**src/rtl/npc_pkg.sv**
```systemverilog
// npc_pkg: shared sequencer state type, reset PC, XLEN and ebreak encoding.
package npc_pkg;
    localparam int NPC_XLEN = 32;
    localparam logic [31:0] NPC_RESET_PC = 32'h8000_0000;
    localparam logic [31:0] INST_EBREAK = 32'h0010_0073;
    typedef enum logic [3:0] {
        S_FETCH, S_FWAIT, S_DECODE, S_EXEC, S_MEM_REQ, S_MEM_WAIT, S_WB, S_HALT
`ifdef NPC_SEQ_ALIGN_CHECK_EN
        , S_TRAP
`endif
    } npc_state_e;
endpackage

```
**src/rtl/npc_seq_pc.sv**
```systemverilog
// npc_seq_pc: PC register with next-PC mux; commits jump target or pc+4 on wen.
module npc_seq_pc #(
    parameter int XLEN = 32,
    parameter logic [XLEN-1:0] RESET_PC = '0
) (
    input  logic            clk,
    input  logic            rst,
    input  logic            wen_i,
    input  logic            jump_i,
    input  logic [XLEN-1:0] dnpc_i,
    output logic [XLEN-1:0] pc_o
);
    localparam logic [XLEN-1:0] STEP = 4;
    logic [XLEN-1:0] pc_q, pc_d;
    always_comb pc_d = wen_i ? (jump_i ? dnpc_i : pc_q + STEP) : pc_q;
    always_ff @(posedge clk) pc_q <= rst ? RESET_PC : pc_d;
    assign pc_o = pc_q;
endmodule

```
**src/rtl/npc_seq.sv**
```systemverilog
// npc_seq: multi-cycle fetch/decode/exec/mem/wb sequencer owning PC and instret.
// Define NPC_SEQ_ALIGN_CHECK_EN to trap on misaligned jump targets.
module npc_seq
    import npc_pkg::*;
#(
    parameter int XLEN = NPC_XLEN,
    parameter logic [XLEN-1:0] RESET_PC = NPC_RESET_PC,
    parameter int ILEN = 32
) (
    input  logic            clk,
    input  logic            rst,
    output logic            imem_req_valid,
    input  logic            imem_req_ready,
    output logic [XLEN-1:0] imem_addr,
    input  logic            imem_rsp_valid,
    input  logic [ILEN-1:0] imem_rsp_data,
    output logic [ILEN-1:0] inst,
    output logic            dec_valid,
    input  logic            dec_is_mem,
    input  logic            dec_is_ebreak,
    input  logic            exu_done,
    input  logic            exu_jump,
    input  logic [XLEN-1:0] dnpc,
    output logic            lsu_req_valid,
    input  logic            lsu_req_ready,
    input  logic            lsu_done,
    output logic            reg_wen,
    output logic [XLEN-1:0] pc,
    output logic            retire,
    output logic [XLEN-1:0] instret,
    output logic            halt,
    output logic            trap
);
    localparam logic [XLEN-1:0] ONE = 1;
    npc_state_e state_q, state_d;
    logic [ILEN-1:0] inst_q;
    logic is_mem_q, jump_q;
    logic [XLEN-1:0] dnpc_q, instret_q;
    logic exec_fire;
    always_comb begin
        state_d = state_q;
        case (state_q)
            S_FETCH:    state_d = imem_req_ready ? S_FWAIT : S_FETCH;
            S_FWAIT:    state_d = imem_rsp_valid ? S_DECODE : S_FWAIT;
            S_DECODE:   state_d = dec_is_ebreak ? S_HALT : S_EXEC;
`ifdef NPC_SEQ_ALIGN_CHECK_EN
            S_EXEC:     state_d = !exu_done ? S_EXEC :
                                  (exu_jump && dnpc[1:0] != 2'b00) ? S_TRAP :
                                  is_mem_q ? S_MEM_REQ : S_WB;
`else
            S_EXEC:     state_d = !exu_done ? S_EXEC : is_mem_q ? S_MEM_REQ : S_WB;
`endif
            S_MEM_REQ:  state_d = !lsu_req_ready ? S_MEM_REQ : lsu_done ? S_WB : S_MEM_WAIT;
            S_MEM_WAIT: state_d = lsu_done ? S_WB : S_MEM_WAIT;
            S_WB:       state_d = S_FETCH;
            default:    state_d = state_q;
        endcase
    end
    assign exec_fire = state_q == S_EXEC && exu_done;
    always_ff @(posedge clk) begin
        state_q   <= rst ? S_FETCH : state_d;
        inst_q    <= rst ? '0 : (state_q == S_FWAIT && imem_rsp_valid) ? imem_rsp_data : inst_q;
        is_mem_q  <= rst ? 1'b0 : state_q == S_DECODE ? dec_is_mem : is_mem_q;
        jump_q    <= rst ? 1'b0 : exec_fire ? exu_jump : jump_q;
        dnpc_q    <= rst ? '0 : exec_fire ? dnpc : dnpc_q;
        instret_q <= rst ? '0 : state_q == S_WB ? instret_q + ONE : instret_q;
    end
    npc_seq_pc #(.XLEN(XLEN), .RESET_PC(RESET_PC)) u_pc (
        .clk    (clk),
        .rst    (rst),
        .wen_i  (state_q == S_WB),
        .jump_i (jump_q),
        .dnpc_i (dnpc_q),
        .pc_o   (pc)
    );
    assign imem_req_valid = state_q == S_FETCH;
    assign imem_addr      = pc;
    assign inst           = inst_q;
    assign dec_valid      = state_q == S_DECODE;
    assign lsu_req_valid  = state_q == S_MEM_REQ;
    assign reg_wen        = state_q == S_WB;
    assign retire         = state_q == S_WB;
    assign instret        = instret_q;
    assign halt           = state_q == S_HALT;
`ifdef NPC_SEQ_ALIGN_CHECK_EN
    assign trap           = state_q == S_TRAP;
`else
    assign trap           = 1'b0;
`endif
endmodule

```
**config.mk**
```make
export PLATFORM = sky130hd
export DESIGN_NAME = npc_seq
export DESIGN_NICKNAME = d
export VERILOG_FILES = /design/src/rtl/npc_pkg.sv /design/src/rtl/npc_seq_pc.sv /design/src/rtl/npc_seq.sv
export SDC_FILE = /design/constraint.sdc
export NUM_CORES = 1
export LEC_CHECK = 0
export CAP_MARGIN = 30
export CELL_PAD_IN_SITES_DETAIL_PLACEMENT = 1
export CELL_PAD_IN_SITES_GLOBAL_PLACEMENT = 1
export CORE_ASPECT_RATIO = 1.75
export CORE_UTILIZATION = 31
export CTS_BUF_LIST = sky130_fd_sc_hd__clkbuf_8
export DETAILED_ROUTE_END_ITERATION = 7
export PLACE_DENSITY = 0.75
export REMOVE_ABC_BUFFERS = 1
export SLEW_MARGIN = 30
export SYNTH_ARGS = -nofsm -noshare
export SYNTH_HDL_FRONTEND = slang
export SYNTH_SLANG_ARGS = --single-unit
```
**constraint.sdc**
```tcl
create_clock -name clk -period 2.2 [get_ports clk]
set_input_delay 0.33 -clock clk [delete_from_list [all_inputs] [get_ports clk]]
set_output_delay 0.33 -clock clk [all_outputs]
set_load 0.01 [all_outputs]
```
==> summary.log, run 1 <==
INFO  global_route   globalRouteTotalUtil=21.5%
INFO  detailed_routing drt_first_iter_violations=287
INFO  synthesis      synth.distinct_cells=59
INFO  synthesis      synth-compound-area-share=18.7%
INFO  critical_path  critical_path.cell_chain=ha_1 > nand3_1 > or4_1 > o311a_1 > a311o_1
INFO  power          power.ir.vdd_worst=0.353mV
INFO  critical_path  ff2ff_path_depth=5
INFO  synthesis      synthesis.area_per_instance=7.82um^2
INFO  cts            post-cts-setup-buffer-count=0
INFO  critical_path  crit_required=2.54ns
INFO  cells_and_area nNetsFinal=1088
INFO  synthesis      syn-cell-area=0.00641mm^2
INFO  sta            finalCritPeriodShare=95.7%
INFO  critical_path  critical_path_buf_inv_count=0
INFO  sta            timing_worst_slew_pin_value=0.566ns
INFO  detailed_routing totalWireLength=22700um
INFO  cells_and_area antenna_cells_inserted=0
INFO  floorplan      die_h=192um
INFO  sta            finalHoldViolCount=0
INFO  detailed_routing drtAntennaViolNets=0
INFO  min_path       min-delay-path-class=in -> reg
INFO  global_route   met2_resource_use_gr=41.5%
INFO  sta            timing_max_transition_violations_final=0
INFO  power          power_report.internal_total=4.08mW
INFO  detailed_routing via_count=6802
INFO  floorplan      initial_utilization=31.6%
INFO  min_path       holdPathStages=2
INFO  power          seqPwrFrac=46.1%
INFO  cts            cts_buffers=17
INFO  critical_path  worstSetupStartpointType=flip-flop
INFO  outcome        outcome=finished clean
INFO  cts            clockRootBuffer=clkbuf_8
INFO  placed_design  final_wtd_congestion=0.804
INFO  critical_path  reg2reg_to=u_pc.pc_o[28]
INFO  placed_design  placed_area=0.00880mm^2
INFO  sta            finalSetupViolations=0
INFO  placed_design  placement.setup.worst_slack=0.0187ns
INFO  global_route   global_route.usage.met3=6.53%
INFO  sta            setup_repair_after_global_routing_missed_its_margin=yes
INFO  synthesis      postSynthCellCount=820
INFO  floorplan      chipWidth=111um
INFO  global_route   gr-total-overflow=0
INFO  synthesis      synth-main-ff-cell=dfxtp_1
INFO  power          p_clk_share=36.6%
INFO  critical_path  arrival=2.45ns
INFO  cts            cts_tree=yes
INFO  cts            clk_pin_slew=0.08ns
INFO  critical_path  startpoint=u_pc.pc_o[3]
INFO  power          powerDensity=605mW/mm^2
INFO  cts            worstSkewPairLatency=0.45ns
INFO  critical_path  start_to_end_type_of_the_worst_setup_path=reg -> reg
INFO  power          swShare=27.3%
INFO  global_route   met1_usage=20.9%
INFO  sta            fin_crit=2.10ns
INFO  cells_and_area area.growth.synth_to_final=44.8%
INFO  sta            slew_headroom=62.3%
INFO  critical_path  critical_path.max_fanout=6
INFO  placed_design  place.port_buffers=207
INFO  floorplan      core.rowCount=69
INFO  detailed_routing routed_via_count_divided_by_cell_count=5.35
INFO  synthesis      ys_warn_count=0
INFO  sta            fin_worst_skew=0.0144ns
INFO  floorplan      floorplan.core_area=0.0203mm^2
INFO  global_route   gr-max-usage-layer=met2
INFO  synthesis      synth_enable_flop_cells=0
INFO  critical_path  regToRegStartpoint=u_pc.pc_o[3]
INFO  global_route   number_of_antenna_violations_at_the_first_check_in_global_routing=0
INFO  cells_and_area postLayoutCellArea=0.00928mm^2
INFO  critical_path  worstSetupEndpoint=u_pc.pc_o[28]
INFO  sta            smallest_setup_slack_after_layout=0.0954ns
INFO  synthesis      yosysSeqAreaShare=41.5%
INFO  global_route   grt_first_pass_wirelength=36200um
INFO  critical_path  timing.critical_path.to_type=flip-flop
INFO  synthesis      post_synth_mux_area_share=2.26%
INFO  synthesis      postSynth.asyncResetShare=0%
INFO  critical_path  cp_slowest_stage_delay=0.66ns
INFO  detailed_routing drc_errors=0
INFO  cts            cts_htree_levels=4
INFO  placed_design  hpwlAfterDp=16100um
INFO  power          report.power.total=5.62mW
INFO  critical_path  cp_top_family=simple AND/OR/NAND/NOR gates
INFO  cells_and_area final_common_cell=clkdlybuf4s50_1
INFO  critical_path  worst_path_max_delay_cell=or4_1
INFO  cts            tritoncts_num_sinks=133
INFO  power          power.leakage=3.15nW
INFO  cts            cts_buffer_depth=2
INFO  synthesis      yosys.area_share.simple=27.2%
INFO  power          power_switching=1.53mW
INFO  cells_and_area layout.filler_cells=2422
INFO  synthesis      synth_top_family_by_area=simple AND/OR/NAND/NOR gates
INFO  cells_and_area layout_common_cells=202 x clkdlybuf4s50_1, 176 x nand2_1, 132 x dfxtp_1
INFO  detailed_routing drt_wl_cell=17.8um
INFO  power          comb_power_share=17.3%
INFO  synthesis      yosys_register_bits=133
INFO  synthesis      synthXorXnorAreaFrac=1.23%
INFO  global_route   vias_in_the_first_global_route=7077
INFO  critical_path  timing.reg2reg.setup_slack=0.1ns
INFO  cells_and_area layout_cell_share_with_drive_strength_beyond_1=11.1%
INFO  global_route   maximum_number_of_pins_on_one_net_before_global_route_repair=86
INFO  run            max_cap_violations=0
INFO  synthesis      synthAdderAreaFrac=0.390%
INFO  detailed_routing dr.pass1.iters=4
INFO  sta            max_freq=475MHz
INFO  critical_path  cp.depth=5
INFO  floorplan      io-pin-count=209
INFO  floorplan      fp.dieArea=0.0213mm^2
power by group through the flow:
stage | clock [mW] | sequential [mW] | combinational, mW
2_1_floorplan | 0 | 2.74 | 0.237
3_3_place_gp | 0 | 2.64 | 0.958
3_5_place_dp | 0 | 2.64 | 0.972
4_1_cts | 2.14 | 2.59 | 0.979
5_1_grt | 2.24 | 2.60 | 1.05
6_report | 2.06 | 2.59 | 0.969
area by class of cell:
type	instances	area, um^2	area share [%]
multi-input combinational	575	3220	34.7
tap	248	310	3.34
sequential	133	2660	28.7
inverter	17	63.8	0.687
clock buffer	19	262	2.82
clock inverter	12	131	1.42
timing repair buffer	268	2630	28.3
cells in the mapped netlist (5+ instances only):
library cell	instances	area share (%)
a211oi_1	6	0.70
a21oi_1	99	7.7
a22oi_1	13	1.5
and3_1	8	0.78
and4_1	5	0.68
buf_1	6	0.35
buf_2	5	0.39
buf_4	34	4.0
clkbuf_1	50	2.9
dfxtp_1	133	42
inv_1	15	0.88
mux2i_1	10	1.6
nand2_1	176	10
nand3_1	27	2.1
nand4_1	21	2.0
nor2_1	31	1.8
nor2b_1	6	0.59
nor3_1	20	1.6
nor4_1	15	1.5
o21ai_0	14	1.1
o221ai_1	5	0.68
o311ai_0	7	0.96
o31ai_1	9	1.1
o41ai_1	6	0.82
or2_2	7	0.68
or3_1	8	0.78
or4_1	14	1.6
xnor2_1	7	0.96
cell families after synthesis:
logic type      after synthesis
simple gates                358
mux                          14
xor+xnor                      9
flops                       133
compound gates              191
fa+ha+maj                     2
buf+inv                     112
other cells                   1
worst min path at each step:
stage | to | start | slack (ns)
5_1_grt | instret[9] | rst | 0.28
2_1_floorplan | dnpc_q[0] | rst | 0.40
3_3_place_gp | u_pc.pc_o[0] | dnpc_q[0] | 0.44
6_report | instret[9] | rst | 0.31
3_5_place_dp | u_pc.pc_o[1] | dnpc_q[1] | 0.44
4_1_cts | instret[9] | rst | 0.28
flip-flops by register name, summed over array words and instances, names as in the netlist:
name       count
state_q        3
jump_q         1
instret       32
is_mem_q       1
inst          32
dnpc_q        32
u_pc.pc_o     32
through the flow:
stage	hold slack (ns)	util, %	TNS, ns	std cells
after global placement	0.437	43.4	0	1239
after detailed placement	0.445	43.4	0	1239
after global routing	0.277	45.8	-0.0128	1272
after floorplan	0.399	-	-15.17	725
final	0.308	45.8	0	1272
after CTS	0.280	45.5	0	1271
layer usage:
metal  up-vias  wire (um)
met5         -          0
met4         0        631
met3        41       1350
met2       203      12400
met1      3279       8320
li1       3279          -
what timing repair did:
item / CTS / global route
endpoints found under the setup margin: 3 / 20
hold buffers: 0 / 0
pin swaps: 0 / 3
gates cloned: 1 / 1
gates resized for setup: 5 / 7
(Power assumes the default switching activity.)
==> inputs of run 2 (changes only) <==
PLACE_DENSITY = 0.78   (was 0.75)
clock period = 1.75 ns   (was 2.2 ns; I/O delays follow)
==> summary.log, run 2 (same netlist as run 1, synthesis figures left out) <==
INFO  cts            cts_hold_fix_bufs=0 [unchanged]
INFO  cells_and_area layout_common_cells=171 x nand2_1, 132 x clkdlybuf4s50_1, 128 x buf_4
INFO  sta            setup_repair_after_global_routing_missed_its_margin=yes
INFO  floorplan      io-pin-count=209 [unchanged]
INFO  sta            timing.hold.ws=0.115ns [-0.193 ns]
INFO  cells_and_area layout.filler_cells=2331 [-3.8%]
INFO  critical_path  regToRegStartpoint=instret[4]
INFO  cells_and_area layout.cells.non_filler=1396 [+9.7%]
INFO  floorplan      core.rowCount=69 [unchanged]
INFO  cts            clockRootBuffer=clkbuf_8
INFO  cells_and_area antenna_cells_inserted=0 [unchanged]
INFO  cts            cts_htree_levels=4 [unchanged]
INFO  placed_design  placement.setup.worst_slack=-0.313ns [-0.332 ns]
INFO  sta            smallest_setup_slack_after_layout=-0.299ns [-0.394 ns]
INFO  sta            slew_headroom=66.7% [+4.4 points]
INFO  floorplan      fp.dieArea=0.0213mm^2 [unchanged]
INFO  critical_path  critical_path.max_fanout=5 [-1]
INFO  detailed_routing totalWireLength=32400um [+43%]
INFO  floorplan      die_h=192um [unchanged]
INFO  cells_and_area nNetsFinal=1212 [+11%]
INFO  power          power.leakage=4.55nW [+44%]
INFO  cts            worstSkewPairLatency=0.48ns [+0.03 ns]
INFO  floorplan      chipWidth=111um [unchanged]
INFO  critical_path  reg2reg_to=instret[16]
INFO  outcome        outcome=finished, violations left
INFO  global_route   number_of_antenna_violations_at_the_first_check_in_global_routing=0 [unchanged]
INFO  global_route   vias_in_the_first_global_route=8109 [+15%]
INFO  global_route   maximum_number_of_pins_on_one_net_before_global_route_repair=65 [-24%]
INFO  detailed_routing via_count=8111 [+19%]
INFO  critical_path  worstSetupStartpointType=flip-flop
INFO  global_route   globalRouteTotalUtil=25.7% [+4.2 points]
INFO  detailed_routing routed_via_count_divided_by_cell_count=5.81 [+8.7%]
INFO  floorplan      initial_utilization=31.6% [unchanged]
INFO  sta            finalHoldViolCount=0 [unchanged]
INFO  outcome        failed_checks=setup timing
INFO  global_route   gr-total-overflow=0 [unchanged]
INFO  cts            tritoncts_num_sinks=133 [unchanged]
INFO  placed_design  place.port_buffers=207 [unchanged]
INFO  placed_design  final_wtd_congestion=0.830 [+3.2%]
INFO  cts            cts_tree=yes
INFO  placed_design  placed_area=0.00932mm^2 [+5.9%]
INFO  power          powerDensity=672mW/mm^2 [+11%]
INFO  critical_path  start_to_end_type_of_the_worst_setup_path=reg -> reg
INFO  detailed_routing drtAntennaViolNets=0 [unchanged]
INFO  sta            fin_crit=2.05ns [-0.0561 ns]
INFO  floorplan      floorplan.core_area=0.0203mm^2 [unchanged]
INFO  critical_path  arrival=2.45ns [about the same]
INFO  placed_design  placed_cells_incl_taps=1301 [+5.0%]
INFO  cts            clk_pin_slew=0.10ns [+0.02 ns]
INFO  sta            finalSetupViolations=50 [+50]
INFO  cells_and_area layout_cell_share_with_drive_strength_beyond_1=32.1% [+21 points]
INFO  run            max_cap_violations=0 [unchanged]
INFO  min_path       worstHoldStart=rst
INFO  critical_path  startpoint=instret[4]
INFO  critical_path  ff2ff_path_depth=5 [unchanged]
INFO  critical_path  crit_required=2.15ns [-0.39 ns]
INFO  critical_path  timing.reg2reg.setup_slack=-0.30ns [-0.39 ns]
INFO  sta            timing_max_transition_violations_final=0 [unchanged]
INFO  cells_and_area postLayoutCellArea=0.0112mm^2 [+21%]
INFO  cells_and_area area.growth.synth_to_final=75.3%
INFO  cells_and_area final_common_cell=nand2_1
INFO  cts            cts_buffer_depth=2 [unchanged]
INFO  min_path       whs_endpoint=dnpc_q[13]
INFO  critical_path  timing.critical_path.to_type=flip-flop
INFO  min_path       min-delay-path-class=in -> reg
INFO  sta            timing_worst_slew_pin_value=0.495ns [-0.0701 ns]
INFO  sta            finalCritPeriodShare=117% [+21 points]
INFO  detailed_routing drt_first_iter_violations=555 [+93%]
INFO  power          power.ir.vdd_worst=0.487mV [+38%]
INFO  sta            fin_worst_skew=0.0211ns [+0.00676 ns]
INFO  detailed_routing drc_errors=0 [unchanged]
INFO  min_path       holdPathStages=2 [unchanged]
INFO  sta            fin_tns_setup=-5.73ns [-5.73 ns]
INFO  cts            cts_buffers=17 [unchanged]
INFO  global_route   grt_first_pass_wirelength=42900um [+19%]
INFO  detailed_routing dr.pass1.iters=5 [+1]
INFO  detailed_routing drt_wl_cell=23.2um [+30%]
INFO  placed_design  hpwlAfterDp=17900um [+11%]
INFO  sta            max_freq=488MHz [+2.7%]
## run 2: worst max path at each step
| stage | endpoint | cells after the start |
|---|---|---|
| detailed placement | u_pc.pc_o[28] | 6 |
| CTS | instret[16] | 5 |
| global placement | instret[24] | 5 |
| global route | instret[24] | 5 |
| finish | instret[16] | 5 |
| floorplan | inst[0] | 4 |
## run 2: report_power, final
group	internal, mW	switching, mW
clock network	1.48	1.40
logic	0.716	0.701
registers	3.15	0.116
total	5.34	2.22
## run 2: worst max-delay path: stages, from the launching register on
cell     delay [ns]
dfxtp_2        0.35
nand4_1        0.14
buf_4          0.20
or4_4          0.61
or4_4          0.54
a21oi_2        0.12
## run 2: cell type report
class	instances	area, um^2	share of cell area (%)
flip-flops and latches	133	2730	24.3
clock inverters	12	156	1.39
clock buffers	19	262	2.33
repair buffers	390	3750	33.3
multi-input cells	577	3970	35.3
well taps	248	310	2.76
inverters	17	66.3	0.590
## run 2: per-stage QoR
stage	total power, mW	utilization (%)
final	7.56	55.4
after detailed placement	4.61	45.9
after global routing	7.80	55.4
after global placement	4.58	45.9
after floorplan	3.74	-
after CTS	7.39	51.5
## run 2: metal layers
metal | track usage [%] | vias up | share of wire [%]
met1 | 24.3 | 3905 | 33
met5 | 0 | - | 0
met3 | 5.50 | 179 | 6.4
met4 | 15.2 | 0 | 6.8
li1 | - | 3523 | -
met2 | 50.3 | 504 | 53
## run 2: timing repair
item	CTS	global route
setup endpoints to repair	117	69
cloned	3	2
buffers inserted	36	28
pin swaps	43	43
gates resized for setup	207	142
==> inputs of run 3 (changes only) <==
clock period = 1.65 ns   (was 1.75 ns; I/O delays follow)
==> summary.log, run 3 (same netlist as run 1, synthesis figures left out) <==
INFO  floorplan      die_h=192um [unchanged]
INFO  global_route   grt_first_pass_wirelength=43000um [+0.14%]
INFO  power          power.ir.vdd_worst=0.471mV [-3.4%]
INFO  placed_design  final_wtd_congestion=0.860 [+3.6%]
INFO  sta            fin_worst_skew=0.0208ns [-0.000331 ns]
INFO  cells_and_area nNetsFinal=1213 [+0.083%]
INFO  global_route   gr-total-overflow=0 [unchanged]
INFO  outcome        failed_checks=setup timing
INFO  detailed_routing drt_first_iter_violations=386 [-30%]
INFO  detailed_routing totalWireLength=31000um [-4.4%]
INFO  cts            cts_tree=yes
INFO  critical_path  cp_top_family=simple AND/OR/NAND/NOR gates
INFO  critical_path  start_to_end_type_of_the_worst_setup_path=reg -> reg
INFO  floorplan      io-pin-count=209 [unchanged]
INFO  cells_and_area layout_cell_share_with_drive_strength_beyond_1=32.6% [+0.41 points]
INFO  cells_and_area area.growth.synth_to_final=76.5%
INFO  floorplan      initial_utilization=31.6% [unchanged]
INFO  min_path       min-delay-path-class=in -> reg
INFO  sta            fin_crit=2.04ns [-0.0128 ns]
INFO  placed_design  placed_area=0.00940mm^2 [+0.86%]
INFO  cts            clockRootBuffer=clkbuf_8
INFO  cts            cts_htree_levels=4 [unchanged]
INFO  placed_design  placed_cells_incl_taps=1310 [+0.69%]
INFO  sta            finalCritPeriodShare=123% [+6.3 points]
INFO  critical_path  critical_path.max_fanout=5 [unchanged]
INFO  detailed_routing dr.pass1.iters=5 [unchanged]
INFO  sta            setup_repair_after_global_routing_missed_its_margin=yes
INFO  global_route   globalRouteTotalUtil=25.8% [+0.12 points]
INFO  cells_and_area layout.cells.non_filler=1397 [+0.072%]
INFO  power          power.leakage=4.77nW [+4.8%]
INFO  cts            cts_buffers=17 [unchanged]
INFO  sta            smallest_setup_slack_after_layout=-0.386ns [-0.0872 ns]
INFO  cells_and_area postLayoutCellArea=0.0113mm^2 [+0.67%]
INFO  detailed_routing via_count=7850 [-3.2%]
INFO  critical_path  worst_path_max_delay_cell=or4_4
INFO  cells_and_area final_common_cell=nand2_1
INFO  cells_and_area layout_common_cells=170 x nand2_1, 125 x buf_4, 94 x dfxtp_1, 94 x dlygate4sd2_1, 89 x a21oi_1
INFO  floorplan      core.rowCount=69 [unchanged]
INFO  floorplan      floorplan.core_area=0.0203mm^2 [unchanged]
INFO  sta            finalSetupViolations=53 [+6.0%]
INFO  cts            clk_pin_slew=0.10ns [about the same]
INFO  cts            worstSkewPairLatency=0.48ns [about the same]
INFO  global_route   maximum_number_of_pins_on_one_net_before_global_route_repair=65 [unchanged]
INFO  cts            tritoncts_num_sinks=133 [unchanged]
INFO  power          report.power.total=8.01mW [+6.0%]
INFO  critical_path  cp_slowest_stage_delay=0.60ns [about the same]
INFO  sta            finalHoldViolCount=0 [unchanged]
INFO  power          powerDensity=708mW/mm^2 [+5.3%]
INFO  detailed_routing routed_via_count_divided_by_cell_count=5.62 [-3.3%]
INFO  cts            cts_buffer_depth=2 [unchanged]
INFO  critical_path  critical_path_buf_inv_count=1 [unchanged]
INFO  detailed_routing drc_errors=0 [unchanged]
INFO  cts            cts_hold_fix_bufs=0 [unchanged]
INFO  critical_path  critical_path.cell_chain=nand4_1 > buf_6 > or4_4 > or4_1 > a21oi_1
INFO  sta            max_freq=491MHz [+0.63%]
INFO  run            max_cap_violations=0 [unchanged]
INFO  cells_and_area antenna_cells_inserted=0 [unchanged]
INFO  critical_path  crit_required=2.06ns [-0.09 ns]
INFO  global_route   vias_in_the_first_global_route=8217 [+1.3%]
INFO  floorplan      chipWidth=111um [unchanged]
INFO  sta            timing_max_transition_violations_final=0 [unchanged]
INFO  detailed_routing drt_wl_cell=22.2um [-4.4%]
INFO  placed_design  hpwlAfterDp=18100um [+0.95%]
INFO  placed_design  place.port_buffers=207 [unchanged]
INFO  sta            timing.hold.ws=0.143ns [+0.0283 ns]
INFO  critical_path  timing.critical_path.to_type=flip-flop
INFO  critical_path  arrival=2.45ns [about the same]
INFO  critical_path  worstSetupStartpointType=flip-flop
INFO  floorplan      fp.dieArea=0.0213mm^2 [unchanged]
INFO  global_route   number_of_antenna_violations_at_the_first_check_in_global_routing=0 [unchanged]
INFO  sta            fin_tns_setup=-8.81ns [-3.08 ns]
INFO  detailed_routing drtAntennaViolNets=0 [unchanged]
INFO  outcome        outcome=finished, violations left
-- run 3: cell types whose count changed in the layout (fill, tap and decap cells not counted), moves of 5 or more --
cell and change:
o21ai_0 -5, dlygate4sd2_1 +43, or3_4 -5, clkdlybuf4s50_1 -45, o31ai_1 +5, or3_1 +5
-- run 3: cell type report --
type                            instances  area [um^2]
Fill cell                            2345         8970
Multi-Input combinational cell        577         3980
Timing Repair Buffer                  391         3800
Sequential cell                       133         2730
Tap cell                              248          310
Clock buffer                           19          262
Clock inverter                         12          155
Inverter                               17         76.3
-- run 3: report_power, final --
part	leakage, nW	switching [mW]	internal [mW]	total, mW
logic	3.47	0.763	0.754	1.52
registers	1.10	0.116	3.34	3.46
clock network	0.202	1.47	1.57	3.04
total	4.77	2.35	5.66	8.01
-- run 3: stage by stage --
step,util [%],setup WS [ns]
2_1_floorplan,-,-0.901
3_3_place_gp,46.3,-0.336
3_5_place_dp,46.3,-0.445
4_1_cts,52.4,-0.333
5_1_grt,55.8,-0.385
6_report,55.8,-0.386
-- run 3: timing repair --
action,in CTS,in global routing
setup endpoints to repair,154,103
resized for setup,301,120
gates cloned,4,3
endpoints found under the hold margin,0,0
buffers inserted,29,26
pin swaps,54,49
-- run 3: worst paths after layout --
check | start | endpoint | slack [ns] | depth (start not counted)
worst min-delay path | rst | dnpc_q[13] | 0.14 | 2
worst min register to register | inst[22] | inst[22] | 0.46 | 2
worst max register to register | instret[5] | instret[24] | -0.39 | 5
worst max-delay path | instret[5] | instret[24] | -0.39 | 5
-- run 3: per-layer routing --
layer  global-route usage [%]  vias up  wire (um)
met1                     24.8     3824      10800
li1                         -     3544          -
met5                        0        -          0
met4                     13.1        0       1630
met3                     5.50      118       1760
met2                     51.1      364      16800
